`config.mk`:
```
export PLATFORM = sky130hd
export DESIGN_NAME = mic1_regfile_flat
export DESIGN_NICKNAME = d
export VERILOG_FILES = /design/src/rtl/mic1_regfile_if.sv /design/src/rtl/mic1_regfile.sv /design/src/flat_wrapper.sv
export SDC_FILE = /design/constraint.sdc
export NUM_CORES = 1
export LEC_CHECK = 0
export CELL_PAD_IN_SITES_DETAIL_PLACEMENT = 1
export CELL_PAD_IN_SITES_GLOBAL_PLACEMENT = 2
export CORE_MARGIN = 1.5
export CORE_UTILIZATION = 39
export DETAILED_ROUTE_END_ITERATION = 8
export PLACE_DENSITY_LB_ADDON = 0.1
export SETUP_SLACK_MARGIN = 0.4
export SLEW_MARGIN = 20
export SYNTH_ARGS = -nofsm -noshare
export SYNTH_HDL_FRONTEND = slang
export SYNTH_SLANG_ARGS = --single-unit
```
`constraint.sdc`:
```
create_clock -name clk -period 4.2 [get_ports clk]
set_input_delay 0.84 -clock clk [delete_from_list [all_inputs] [get_ports clk]]
set_output_delay 0.84 -clock clk [all_outputs]
set_load 0.01 [all_outputs]
```
`src/rtl/mic1_regfile_if.sv`:
```
// mic1_regfile_if: word (MAR/MDR) and byte-fetch (PC/MBR) memory channels
interface mic1_regfile_if;
  logic [31:0] mem_addr;
  logic [31:0] mem_wdata;
  logic        mem_rd_req;
  logic        mem_wr_req;
  logic [31:0] mem_rdata;
  logic        mem_rdy;
  logic [31:0] fetch_addr;
  logic        fetch_req;
  logic [7:0]  fetch_rdata;
  logic        fetch_rdy;
  modport master (
    output mem_addr, mem_wdata, mem_rd_req, mem_wr_req, fetch_addr, fetch_req,
    input  mem_rdata, mem_rdy, fetch_rdata, fetch_rdy
  );
  modport slave (
    input  mem_addr, mem_wdata, mem_rd_req, mem_wr_req, fetch_addr, fetch_req,
    output mem_rdata, mem_rdy, fetch_rdata, fetch_rdy
  );
endinterface

```
`src/rtl/mic1_regfile.sv`:
```
// mic1_regfile: MIC-1 register file, A/B bus drive and word/byte memory channels with stall
module mic1_regfile (
  input  logic                  clk,
  input  logic                  rst_n,
  input  logic [31:0]           Shift,
  input  logic [8:0]            C_en,
  input  logic [3:0]            B_sel,
  input  logic                  rd,
  input  logic                  wr,
  input  logic                  fetch,
  output logic [31:0]           A_bus,
  output logic [31:0]           B_bus,
  output logic                  stall,
  output logic                  proto_err,
  mic1_regfile_if.master        bus
);
  typedef enum logic [1:0] {W_IDLE, W_RD, W_WR} w_state_t;
  typedef enum logic {F_IDLE, F_REQ} f_state_t;
  w_state_t    r_ws, w_ws_nxt;
  f_state_t    r_fs, w_fs_nxt;
  logic [31:0] r_c [9];
  logic [31:0] w_c_nxt [9];
  logic [7:0]  r_mbr;
  logic [31:0] r_mem_addr, r_mem_wdata, r_fetch_addr;
  logic        r_proto_err;
  logic        w_go, w_mem_done, w_f_done;
  // r_c index matches C_en bit: 0 MAR, 1 MDR, 2 PC, 3 SP, 4 LV, 5 CPP, 6 TOS, 7 OPC, 8 H
  assign w_mem_done = (r_ws != W_IDLE) & bus.mem_rdy;
  assign w_f_done   = (r_fs == F_REQ) & bus.fetch_rdy;
  assign stall      = ((r_ws != W_IDLE) & ~bus.mem_rdy) | ((r_fs == F_REQ) & ~bus.fetch_rdy);
  assign w_go       = ~stall;
  always_comb begin
    w_ws_nxt = (w_go & rd) ? W_RD : (w_go & wr) ? W_WR : w_mem_done ? W_IDLE : r_ws;
    w_fs_nxt = (w_go & fetch) ? F_REQ : w_f_done ? F_IDLE : r_fs;
  end
  always_ff @(posedge clk or negedge rst_n)
    if (!rst_n) begin
      r_ws <= W_IDLE;
      r_fs <= F_IDLE;
    end else begin
      r_ws <= w_ws_nxt;
      r_fs <= w_fs_nxt;
    end
  // Read completion wins over a same-cycle C-bus write to MDR
  always_comb begin
    for (int i = 0; i < 9; i++) w_c_nxt[i] = (w_go & C_en[i]) ? Shift : r_c[i];
    if (w_mem_done & (r_ws == W_RD)) w_c_nxt[1] = bus.mem_rdata;
  end
  always_ff @(posedge clk or negedge rst_n)
    if (!rst_n) begin
      r_c          <= '{default: '0};
      r_mbr        <= '0;
      r_mem_addr   <= '0;
      r_mem_wdata  <= '0;
      r_fetch_addr <= '0;
      r_proto_err  <= 1'b0;
    end else begin
      r_c         <= w_c_nxt;
      r_proto_err <= w_go & rd & wr;
      if (w_f_done) r_mbr <= bus.fetch_rdata;
      if (w_go & (rd | wr)) begin
        r_mem_addr  <= w_c_nxt[0];
        r_mem_wdata <= w_c_nxt[1];
      end
      if (w_go & fetch) r_fetch_addr <= w_c_nxt[2];
    end
  always_comb begin
    B_bus = '0;
    case (B_sel)
      4'd0: B_bus = r_c[1];
      4'd1: B_bus = r_c[2];
      4'd2: B_bus = {{24{r_mbr[7]}}, r_mbr};
      4'd3: B_bus = {24'h0, r_mbr};
      4'd4: B_bus = r_c[3];
      4'd5: B_bus = r_c[4];
      4'd6: B_bus = r_c[5];
      4'd7: B_bus = r_c[6];
      4'd8: B_bus = r_c[7];
      default: B_bus = '0;
    endcase
  end
  assign A_bus          = r_c[8];
  assign proto_err      = r_proto_err;
  assign bus.mem_addr   = r_mem_addr;
  assign bus.mem_wdata  = r_mem_wdata;
  assign bus.mem_rd_req = (r_ws == W_RD);
  assign bus.mem_wr_req = (r_ws == W_WR);
  assign bus.fetch_addr = r_fetch_addr;
  assign bus.fetch_req  = (r_fs == F_REQ);
endmodule

```
`src/flat_wrapper.sv`:
```
// flat-port wrapper written by rule: the top's interface ports become plain ports
module mic1_regfile_flat 
  (clk, rst_n, Shift, C_en, B_sel, rd, wr, fetch, A_bus, B_bus, stall, proto_err, bus_mem_addr, bus_mem_wdata, bus_mem_rd_req, bus_mem_wr_req, bus_fetch_addr, bus_fetch_req, bus_mem_rdata, bus_mem_rdy, bus_fetch_rdata, bus_fetch_rdy);
  mic1_regfile_if bus_i ();
  input  logic clk;
  input  logic rst_n;
  input  logic [31:0] Shift;
  input  logic [8:0] C_en;
  input  logic [3:0] B_sel;
  input  logic rd;
  input  logic wr;
  input  logic fetch;
  output logic [31:0] A_bus;
  output logic [31:0] B_bus;
  output logic stall;
  output logic proto_err;
  output wire logic [$bits(bus_i.mem_addr)-1:0] bus_mem_addr;
  output wire logic [$bits(bus_i.mem_wdata)-1:0] bus_mem_wdata;
  output wire logic [$bits(bus_i.mem_rd_req)-1:0] bus_mem_rd_req;
  output wire logic [$bits(bus_i.mem_wr_req)-1:0] bus_mem_wr_req;
  output wire logic [$bits(bus_i.fetch_addr)-1:0] bus_fetch_addr;
  output wire logic [$bits(bus_i.fetch_req)-1:0] bus_fetch_req;
  input wire logic [$bits(bus_i.mem_rdata)-1:0] bus_mem_rdata;
  input wire logic [$bits(bus_i.mem_rdy)-1:0] bus_mem_rdy;
  input wire logic [$bits(bus_i.fetch_rdata)-1:0] bus_fetch_rdata;
  input wire logic [$bits(bus_i.fetch_rdy)-1:0] bus_fetch_rdy;
  assign bus_mem_addr = bus_i.mem_addr;
  assign bus_mem_wdata = bus_i.mem_wdata;
  assign bus_mem_rd_req = bus_i.mem_rd_req;
  assign bus_mem_wr_req = bus_i.mem_wr_req;
  assign bus_fetch_addr = bus_i.fetch_addr;
  assign bus_fetch_req = bus_i.fetch_req;
  assign bus_i.mem_rdata = bus_mem_rdata;
  assign bus_i.mem_rdy = bus_mem_rdy;
  assign bus_i.fetch_rdata = bus_fetch_rdata;
  assign bus_i.fetch_rdy = bus_fetch_rdy;
  mic1_regfile u_core (.clk(clk), .rst_n(rst_n), .Shift(Shift), .C_en(C_en), .B_sel(B_sel), .rd(rd), .wr(wr), .fetch(fetch), .A_bus(A_bus), .B_bus(B_bus), .stall(stall), .proto_err(proto_err), .bus(bus_i));
endmodule
```
# --- Yosys cells after proc, flatten, opt, wreduce, memory -nomap -nowiden ---
# Cells that the tools add are included.
totals:
  in_bits: 92
  register_bits: 396
op_classes:
  n_eq_ne: 10
  muxes: 10
  bitwise: 24
  reduce_logical: 4
op_table:
  columns: ["cell", "count"]
  rows:
  - ["32-bit case mux with 9 select lines", 1]
  - ["32-bit two-way mux", 4]
  - ["1-bit AND", 19]
  - ["4-bit by 3-bit == test with 1-bit output (second input constant)", 4]
  - ["4-bit by 2-bit == test with 1-bit output (second input constant)", 2]
  - ["2-bit two-way mux", 3]
  - ["4-bit by 1-bit == test with 1-bit output (second input constant)", 1]
  - ["4-bit == test (second input constant)", 1]
  - ["4-bit zero test", 1]
  - ["2-bit nonzero test", 2]
  - ["1-bit NOT", 3]
  - ["3-bit nonzero test", 1]
  - ["2-bit by 1-bit == test with 1-bit output (second input constant)", 1]
  - ["2-bit == test (second input constant)", 1]
  - ["1-bit two-way mux", 2]
  - ["1-bit OR", 2]

# --- Longest topological paths before layout ---
# Gate-level depths: netlist of run 1.
depth:
  ltp_word: 7
  depth_mapped: 8
  depth_no_buf: 5

# --- Worst setup path after synthesis of run 1 ---
# Ideal clock, no wire load.
synth_timing:
  kind: "in2out"
  from: "input port B_sel[1]"
  to: "output port B_bus[26]"
  slack_ns: 1.334
  arrival_time_ns: 2.026
  stages: 5
  cell_sequence: "buf_2 > nor4b_4 > buf_2 > a22oi_1 > a41oi_1"
synth_via:
  elab_chain_cells: 2
  elab_cells_between_ends: 10
synth_rtl:
  columns: ["element", "line", "text"]
  rows:
  - ["start: declaration", "flat_wrapper.sv:9", "input logic [3:0] B_sel;"]
  - ["4-bit == test, or another cell as far along", "mic1_regfile.sv:69", "case (B_sel)"]
  - ["32-bit case mux with 9 select lines *", "mic1_regfile.sv:69", null]
  - ["end: declaration", "flat_wrapper.sv:14", "output logic [31:0] B_bus;"]
# Every way passes the cells marked *; elsewhere a longest branch is shown, timed or not.

# --- Final worst setup path of run 1 ---
layout_timing:
  from: "input port B_sel[2]"
  to: "output port B_bus[18]"
# Same word-level chain as after synthesis.

==> qor.log, run 1 <==
[cts] Longest Clk Path Bufs 3
[synth] Avg Inst Size Synth 11.7 µm²
[synth] area of the mapped netlist 0.0175 mm²
[synth] flops & latches, synth 396
[synth] fraction of synthesis flops using an asynchronous set or reset pin 100%
[placed_design] Placed Cells 2224
[synth] Post-Syn Instances 1493
[setup_path] arrival time worst endpoint 2910 ps
[placed_design] detailed placer's ending HPWL 37400 µm
[sta] Achievable Freq 0.267 GHz
[worst_hold_path] Worst Hold Class in2async
[sta] Post-Route Setup TNS 0 ps
[layout] most frequent cells in the layout 396 x sky130_fd_sc_hd__dfrtp_1, 237 x sky130_fd_sc_hd__mux2_2, 219 x sky130_fd_sc_hd__clkdlybuf4s50_1
[power] Lkg Pwr 9.83 nW
[cts] CTS buffer count 46
[layout] Sequential cell area 0.00991 mm²
[detailed_routing] Via density 5.50
[sta] worst setup margin 449 ps
[setup_path] Critical Path RT 3360 ps
[sta] final clock skew 19.5 ps
[die] top-level I/O count 257
[die] overall die width 215 µm
[synth] share of the yosys chip area belonging to registers 56.7%
[global_route] Total Routing Usage GR 25.0%
[setup_path] delay of the slowest cell on the worst path 530 ps
[global_route] largest net degree at the start of global routing 94
[cts] H-tree levels 2
[layout] combined area of the multi-input logic cells 0.00682 mm²
[sta] smallest hold slack 285 ps
[setup_path] cell with the biggest individual delay on the critical path sky130_fd_sc_hd__clkdlybuf4s50_1
[detailed_routing] total routed wirelength 57800 µm
[job] max-capacitance violation count 0
[detailed_routing] number of remaining DRC errors 0
[setup_path] CP cell instances dlygate4sd2_1, buf_4, inv_1, nor2_1, a32oi_1, a31oi_1, buf_4, clkdlybuf4s50_1
[layout] Total Nets Final 1793
[run_status] status finished, final reports clean
[die] area of the die 0.0461 mm²
[die] Starting Density 39.5%
[setup_path] type of the worst setup path in2out
[detailed_routing] number of DRC violations after detailed-routing iteration 0 959
[placed_design] IO buf count 256
[detailed_routing] total via count in the routed design 12800
[cts] CTS root buffer sky130_fd_sc_hd__clkbuf_16
[synth] number of enable flip-flop cells after synthesis 0
[sta] Final min period 3750 ps
[setup_path] largest driver fanout on the critical path 8
[detailed_routing] WL per Instance 24.9 µm
[cts] Reg clk slew, reported paths 50 ps
[sta] final setup fails 0
[sta] unrepaired setup endpoints after global routing yes
[die] total core area 0.0442 mm²
[synth] net count after synthesis 1585
[power] largest voltage drop on the vdd net 0.000299 V
[layout] area added between synthesis and finish 27.7%
[synth] Main synth FF type sky130_fd_sc_hd__dfrtp_1
[die] Cell Rows 77
[placed_design] global placer's final weighted congestion 0.788
[cts] latest clock arrival within the worst-skew pair 580 ps
[global_route] via count of the first global-routing pass 14000
[layout] most common cell after layout, fill and taps aside sky130_fd_sc_hd__dfrtp_1
[setup_path] cell with the most instances on the worst path sky130_fd_sc_hd__buf_4
[die] vertical die dimension 215 µm
[setup_path] nature of the critical path startpoint primary input
[detailed_routing] Detailed Routing Iterations Pass 1 8
[global_route] global-route wire length before repair 87800 µm
[layout] share of post-route cells with drive strength above 1 24.1%
[power] Pwr Total 13.0 mW
[placed_design] pre-CTS worst setup slack 96.6 ps
[cts] count of clock tree sinks 396
[layout] filler-free cell count of the finished design 2325
[global_route] number of antenna violations at the first check in global routing 2
[synth] count of warnings emitted by yosys 0
[cts] clock tree from TritonCTS done
[layout] Antenna Diode Count 0
[power] Power Density 583 mW/mm²
[global_route] grt total ovfl 0
[sta] Max-slew headroom 34.5%
[sta] Tcrit/Tclk final 89.3%
[layout] fillcell total 4597
[synth] distinct cell type count of the synthesized netlist 44
[sta] worst-margin pin slew 982 ps
[detailed_routing] Routed Antenna Nets 0
[sta] count of endpoints failing hold in the final timing report 0
[setup_path] Setup crit end kind output pin
[sta] number of max-slew violations in the final report 0
==> path summary, 6_finish.rpt <==
kind,slack [ps],endpoint,startpoint,depth (start not counted)
worst max-delay path,450,B_bus[18],B_sel[2],8
max in group asynchronous,2870,u_core.bus.mem_addr[8]$_DFFE_PN0P_,rst_n,2
worst min register to register,460,u_core.r_c[286]$_DFF_PN0_,u_core.r_c[286]$_DFF_PN0_,2
worst min-delay path,280,u_core.proto_err$_DFF_PN0_,rst_n,1
worst max register to register,1800,u_core.bus.mem_wdata[29]$_DFFE_PN0P_,u_core.r_ws[0]$_DFFE_PN0P_,4
min in group clk,460,u_core.r_c[286]$_DFF_PN0_,u_core.r_c[286]$_DFF_PN0_,2
==> sequential cells by signal (all words and copies together), names as in the netlist <==
signal / cells
u_core.A_bus: 32
u_core.r_ws: 2
u_core.r_c: 256
u_core.bus.mem_addr: 32
u_core.proto_err: 1
u_core.bus.fetch_addr: 32
u_core.bus.mem_wdata: 32
u_core.bus.fetch_req: 1
u_core.r_mbr: 8
==> where the power goes <==
group	switching, mW	total [mW]	internal (mW)
registers	0.705	5.62	4.92
clock network	1.59	3.83	2.24
logic	1.67	3.58	1.91
total	3.96	13.0	9.07
==> per-layer routing <==
| metal | GRT usage (%) | wire length (µm) | share of wire [%] |
|---|---|---|---|
| met1 | 34.3 | 26100 | 45 |
| met5 | 0 | 0 | 0 |
| met2 | 40.6 | 27300 | 47 |
| met4 | 6.62 | 1220 | 2.1 |
| met3 | 4.66 | 3220 | 5.6 |
==> cell families (layout without fill, tap and decap cells) <==
kind of cell    count (synthesis)  count (layout)  synth area share, %
simple gates                  350             350                 8.59
mux                           269             269                 17.1
flops                         396             396                 56.7
buf+inv                       174             414                 4.94
compound gates                304             304                 12.7
==> stage by stage <==
| step | area, µm² | utilization (%) |
|---|---|---|
| after global routing | 22300 | 50.5 |
| after global placement | 20600 | 46.6 |
| final | 22300 | 50.5 |
| after detailed placement | 20600 | 46.6 |
| after floorplan | 17500 | - |
| after CTS | 22100 | 50.0 |
==> repair_timing <==
item	in CTS	in global routing
hold endpoints to repair	0	0
cloned	0	4
endpoints found under the setup margin	32	24
hold buffers	0	0
resized for setup	31	18
buffers inserted	6	11
pin swaps	24	20
==> area by class of cell <==
| type | instances | area share, % |
|---|---|---|
| Clock buffer | 72 | 6.18 |
| Clock inverter | 8 | 0.196 |
| Inverter | 3 | 0.0504 |
| Multi-Input combinational cell | 923 | 30.5 |
| Sequential cell | 396 | 44.4 |
| Tap cell | 592 | 3.32 |
| Timing Repair Buffer | 331 | 15.3 |
==> synthesized netlist by cell type (5+ instances only) <==
cell | number | area share, %
sky130_fd_sc_hd__dfrtp_1 | 396 | 57
sky130_fd_sc_hd__mux2_2 | 237 | 15
sky130_fd_sc_hd__nand2_1 | 199 | 4.3
sky130_fd_sc_hd__nor2_1 | 100 | 2.1
sky130_fd_sc_hd__a21oi_1 | 98 | 2.8
sky130_fd_sc_hd__clkbuf_1 | 76 | 1.6
sky130_fd_sc_hd__o31ai_1 | 56 | 2.4
sky130_fd_sc_hd__buf_2 | 45 | 1.3
sky130_fd_sc_hd__buf_4 | 35 | 1.5
sky130_fd_sc_hd__a2bb2oi_1 | 32 | 1.6
sky130_fd_sc_hd__mux2i_1 | 32 | 1.8
sky130_fd_sc_hd__a222oi_1 | 31 | 1.8
sky130_fd_sc_hd__a22oi_1 | 29 | 1.2
sky130_fd_sc_hd__a21o_1 | 20 | 0.86
sky130_fd_sc_hd__nand4_1 | 20 | 0.72
sky130_fd_sc_hd__buf_1 | 12 | 0.26
sky130_fd_sc_hd__a22o_1 | 9 | 0.45
sky130_fd_sc_hd__o31ai_2 | 8 | 0.57
sky130_fd_sc_hd__nand3_1 | 7 | 0.20
sky130_fd_sc_hd__nor2b_1 | 7 | 0.25
sky130_fd_sc_hd__a221oi_1 | 5 | 0.25
==> critical path: cells and delay by family <==
family | cells | cell delay [ps]
buf+inv | 5 | 1360
compound gates | 2 | 430
simple gates | 1 | 280
Note: power is estimated with default switching activity, not from simulation.
==> run 2: changes to the inputs <==
--- a/config.mk
+++ b/config.mk
@@ -9,6 +9,7 @@
 export CELL_PAD_IN_SITES_GLOBAL_PLACEMENT = 2
 export CORE_MARGIN = 1.5
 export CORE_UTILIZATION = 39
+export CTS_CLUSTER_SIZE = 24
 export DETAILED_ROUTE_END_ITERATION = 8
 export PLACE_DENSITY_LB_ADDON = 0.1
 export SETUP_SLACK_MARGIN = 0.4
==> results of run 2 <==
Same layout as run 1: the final DEF is identical, and so are final timing and power.
